--- src/rtl/uart_rx_frame.sv ---
// 8N1 UART receiver: synchronises the serial line, detects the start edge,
// samples each bit at mid-period and flags a bad stop bit as a framing error.
module uart_rx_frame #(
    parameter int CLK_FREQ = 50000000,
    parameter int BAUD     = 9600
) (
    input  logic       clk,
    input  logic       rst,
    input  logic       data_in,
    output logic [7:0] rx_data,
    output logic       rx_valid,
    output logic       frame_err,
    output logic       rx_busy
);

    localparam int BPS_CNT = CLK_FREQ / BAUD;
    localparam int CW      = (BPS_CNT > 1) ? $clog2(BPS_CNT) : 1;

    localparam logic [CW-1:0] HALF_M1 = CW'(BPS_CNT / 2 - 1);
    localparam logic [CW-1:0] FULL_M1 = CW'(BPS_CNT - 1);

    localparam logic [1:0] S_IDLE  = 2'd0;
    localparam logic [1:0] S_START = 2'd1;
    localparam logic [1:0] S_DATA  = 2'd2;
    localparam logic [1:0] S_STOP  = 2'd3;

    logic [1:0]    state_q, state_d;
    logic [CW-1:0] cnt_q, cnt_d;
    logic [2:0]    bit_idx_q, bit_idx_d;
    logic [7:0]    shift_q, shift_d;
    logic [7:0]    rx_data_q, rx_data_d;
    logic          rx_valid_q, rx_valid_d;
    logic          frame_err_q, frame_err_d;
    logic [2:0]    sync_q, sync_d;

    logic line;
    logic start_edge;

    // sync_q[0] and sync_q[1] form the synchroniser; sync_q[2] is the previous value for edge detect
    assign sync_d     = {sync_q[1:0], data_in};
    assign line       = sync_q[1];
    assign start_edge = sync_q[2] & ~sync_q[1];

    always_comb begin
        state_d     = state_q;
        cnt_d       = (cnt_q == FULL_M1) ? '0 : cnt_q + CW'(1);
        bit_idx_d   = bit_idx_q;
        shift_d     = shift_q;
        rx_data_d   = rx_data_q;
        rx_valid_d  = 1'b0;
        frame_err_d = 1'b0;

        case (state_q)
            S_IDLE: begin
                cnt_d     = '0;
                bit_idx_d = 3'd0;
                if (start_edge) begin
                    state_d = S_START;
                end
            end
            S_START: begin
                if (cnt_q == HALF_M1) begin
                    cnt_d     = '0;
                    bit_idx_d = 3'd0;
                    // a high line at mid-start means the edge was a glitch
                    state_d   = line ? S_IDLE : S_DATA;
                end
            end
            S_DATA: begin
                if (cnt_q == FULL_M1) begin
                    shift_d[bit_idx_q] = line;
                    bit_idx_d          = bit_idx_q + 3'd1;
                    if (bit_idx_q == 3'd7) begin
                        state_d = S_STOP;
                    end
                end
            end
            default: begin
                if (cnt_q == FULL_M1) begin
                    cnt_d = '0;
                    if (line) begin
                        rx_data_d  = shift_q;
                        rx_valid_d = 1'b1;
                    end else begin
                        frame_err_d = 1'b1;
                    end
                    state_d = S_IDLE;
                end
            end
        endcase
    end

    always_ff @(posedge clk) begin
        if (!rst) begin
            state_q     <= S_IDLE;
            cnt_q       <= '0;
            bit_idx_q   <= 3'd0;
            shift_q     <= 8'h00;
            rx_data_q   <= 8'h00;
            rx_valid_q  <= 1'b0;
            frame_err_q <= 1'b0;
            sync_q      <= 3'b111;
        end else begin
            state_q     <= state_d;
            cnt_q       <= cnt_d;
            bit_idx_q   <= bit_idx_d;
            shift_q     <= shift_d;
            rx_data_q   <= rx_data_d;
            rx_valid_q  <= rx_valid_d;
            frame_err_q <= frame_err_d;
            sync_q      <= sync_d;
        end
    end

    assign rx_data   = rx_data_q;
    assign rx_valid  = rx_valid_q;
    assign frame_err = frame_err_q;
    assign rx_busy   = (state_q != S_IDLE);

endmodule

--- config.mk ---
export PLATFORM = sky130hd
export DESIGN_NAME = uart_rx_frame
export DESIGN_NICKNAME = d
export VERILOG_FILES = /design/src/rtl/uart_rx_frame.sv
export SDC_FILE = /design/constraint.sdc
export NUM_CORES = 1
export LEC_CHECK = 0
export BUFFER_PORTS_ARGS = -buffer_cell sky130_fd_sc_hd__clkbuf_2
export CAP_MARGIN = 20
export CORE_MARGIN = 10
export CORE_UTILIZATION = 52
export DETAILED_ROUTE_END_ITERATION = 10
export PLACE_DENSITY_LB_ADDON = 0.3
export RECOVER_POWER = 100
export SLEW_MARGIN = 20
export SYNTH_ARGS = -nofsm -noshare
export SYNTH_HDL_FRONTEND = slang
export SYNTH_SLANG_ARGS = --single-unit
--- constraint.sdc ---
create_clock -name clk -period 2 [get_ports clk]
set_clock_uncertainty 0.1 [all_clocks]
set_input_delay 0.1 -clock clk [delete_from_list [all_inputs] [get_ports clk]]
set_output_delay 0.1 -clock clk [all_outputs]
set_load 0.1 [all_outputs]
==> flow_summary_export.csv <==
group,metric,value,unit
routing,drc_errors,0,
routing,antenna_left,0,
timing,rsz0062_at_grt,"no",
timing,fmax,0.527,GHz
floorplan,dieArea,0.00620,sq mm
power_and_ir_drop,peakVddDrop,0.000594,V
worst_setup_path,cp_num_buf_inv,1,
final_layout,final_cell_mix,"dfxtp_1, nor2_1, nand2_1, clkbuf_2",
synthesis,synth_edf_count,0,
global_route,overflow,0,
worst_setup_path,crit_chain,"ha_2 > and4bb_1 > nand3_1 > buf_2 > o311ai_0 > o41ai_1",
clocking,worst_skew_pair.late_latency,0.35,ns
worst_setup_path,cp.required,2.13,ns
worst_setup_path,crit_family,"compound AO/OA/AOI/OAI gates",
placement,gp_congestion,0.859,
synthesis,synth_area,0.00179,sq mm
power_and_ir_drop,switchingPower,0.301,mW
worst_setup_path,crit_path_max_incr_delay,0.37,ns
power_and_ir_drop,combinationalPowerShare,3.9,%
worst_setup_path,crit_slowest_cell,"dfxtp_1",
clocking,post_cts_buffers,0,
timing,setup_viol,0,
clocking,clock_sinks,39,
synthesis,ys_ff_latch,39,
min_path,hp-class,"in2reg",
power_and_ir_drop,clkPwrFrac,43.4,%
status,status,"finished clean",
floorplan,floorplan.initialDensity,53.8,%
flow_run,maxCapViolCount,0,
placement,io_buffer_count,13,
floorplan,ioPinCount,14,
power_and_ir_drop,swShare,20.2,%
synthesis,yosys_warnings,0,
global_route,grt.total_usage,12.6,%
timing,min_period,1.90,ns
worst_setup_path,worstSetupPathType,"reg2reg",
final_layout,fin_nets,219,
placement,dpl.hpwl,2.68,mm
synthesis,synth_top_area_share,43.5,%
synthesis,synth.avg_cell_area,9.59,sq um
floorplan,row_count,21,
power_and_ir_drop,finalPower,1.49,mW
clocking,cts_htree_levels,2,
timing,hold_violations,0,
timing,slew-limit-headroom,22.7,%
global_route,first_global_vias,1361,
clocking,cts-buffers-inserted,5,
power_and_ir_drop,p_int,1.19,mW
global_route,grt_antenna_before_repair,0,
power_and_ir_drop,power_density,723,mW/mm^2
clocking,cts_buffer_depth,2,
routing,dr.pass1.iters,4,
global_route,grt_pass1_wl,6.28,mm
synthesis,synth.largest_area_cell,"dfxtp_1",
global_route,grt_max_degree,21,
power_and_ir_drop,leakagePower,0.785,nW
timing,period_share,95.0,%
clocking,root_buffer,"clkbuf_4",
clocking,tritoncts,"built",
final_layout,drive_gt1_share,18.6,%
routing,drt_iter0_drc,117,
timing,max_slew.worst_pin.slew,1.16,ns
worst_setup_path,path_max_fanout,7,
synthesis,synth_ff_type,"dfxtp_1",
floorplan,core,0.00334,sq mm
routing,via_per_inst,5.69,
final_layout,syn_to_final_growth,15.0,%
clocking,clk_pin_slew,0.12,ns
worst_setup_path,critPathArrivalTime,2.03,ns
synthesis,syn-num-nets,197,
synthesis,netlist_top_cells_area,"dfxtp_1, mux2i_1, ha_1",
timing,tns,0,ns
power_and_ir_drop,seqPwrFrac,52.6,%
routing,wl_per_cell,14.7,um
final_layout,n_antenna_cell,0,
timing,drv_slew,0,
routing,num_vias,1457,
synthesis,post_synth_num_cell_types,37,
floorplan,die_h,78.7,um
floorplan,die_w,78.7,um
routing,routed_wl,3.76,mm
synthesis,synth-async-reset-ratio,0,%
synthesis,yosysSeqAreaShare,43.5,%
worst_setup_path,start_kind,"register",
worst_setup_path,cp-end-kind,"register",
synthesis,synthCells,187,
final_layout,layout_commonest_cell,"dfxtp_1",
power groups by stage:
stage	clock network (mW)	registers (mW)	logic (mW)
after detailed placement	0	0.802	0.0557
after CTS	0.661	0.785	0.0575
after global placement	0	0.802	0.0544
after global routing	0.700	0.786	0.0632
after floorplan	0	0.801	0.0410
final	0.647	0.785	0.0588
through the flow:
stage | hold slack, ns | instance area [sq um] | worst slack [ns] | utilization [%] | instances
after global routing | 0.0145 | 2060 | 0.00227 | 61.8 | 256
after global placement | 0.193 | 1950 | 0.150 | 58.3 | 247
after detailed placement | 0.193 | 1950 | 0.0496 | 58.3 | 247
final | 0.0335 | 2060 | 0.101 | 61.8 | 256
after floorplan | 0.101 | 1790 | 0.164 | - | 187
after CTS | 0.0132 | 2060 | 0.0143 | 61.7 | 256
per-layer routing:
layer / vias to the layer above / wire (um) / global-route usage [%]
met5: - / 0 / 0
met4: 0 / 51 / 5.91
met3: 6 / 205 / 4.95
met2: 41 / 1900 / 21.7
met1: 687 / 1600 / 13.2
li1: 723 / - / -
flip-flops by register name, indices dropped and copies added, names as in the netlist:
signal     flops
sync_q         3
state_q        2
rx_data        8
frame_err      1
bit_idx_q      3
cnt_q         13
rx_valid       1
shift_q        8
worst paths after layout:
check            start  cells after the start          to  slack (ns)
max           cnt_q[1]                      6  shift_q[3]        0.10
max reg2reg   cnt_q[1]                      6  shift_q[3]        0.10
min                rst                      3   sync_q[0]        0.03
min reg2reg  sync_q[0]                      1   sync_q[1]        0.32
worst register-to-register path, delay by kind of cell, from the launching register on:
family	cells	cell delay [ns]
AO/OA/AOI/OAI	2	0.48
AND/OR/NAND/NOR	2	0.41
buffers and inverters	1	0.19
flip-flops	1	0.37
adder cells (fa/ha/maj)	1	0.23
Yosys cell counts, types with 2 or more instances:
cell type and n:
dfxtp_1 39, nor2_1 23, nand2_1 13, inv_1 9, mux2i_1 9, xnor2_1 8
ha_1 7, nand2b_1 7, o41ai_1 6, nand4_1 5, nor3_1 5, o311ai_0 5
clkbuf_1 4, nand3_1 4, and2_1 3, and4bb_2 3, buf_2 3, nor4_1 3
o211ai_1 3, o22ai_1 3, o31ai_1 3, xor2_1 3, a21oi_1 2, a31oi_1 2
and4bb_1 2, nor2b_1 2
area by class of cell:
type / instances / area, sq um
fillers: 301 / 1270
multi-input cells: 132 / 963
flip-flops and latches: 39 / 782
repair buffers: 22 / 125
clock inverters: 2 / 60.1
well taps: 46 / 57.6
clock buffers: 6 / 41.3
inverters: 9 / 33.8
kinds of logic after synthesis:
family          count (synthesis)  share of synthesized area (%)
simple gates                   76                           24.4
flops                          39                           43.5
compound gates                 29                           13.2
buf+inv                        16                           3.56
xor+xnor                       11                           5.37
mux                             9                           5.02
fa+ha+maj                       7                           4.88
timing repair:
item	4_1_cts	5_1_grt
hold buffers	1	0
endpoints found under the setup margin	0	30
hold endpoints to repair	1	0
resized for setup	0	6
(Power assumes the default switching activity.)
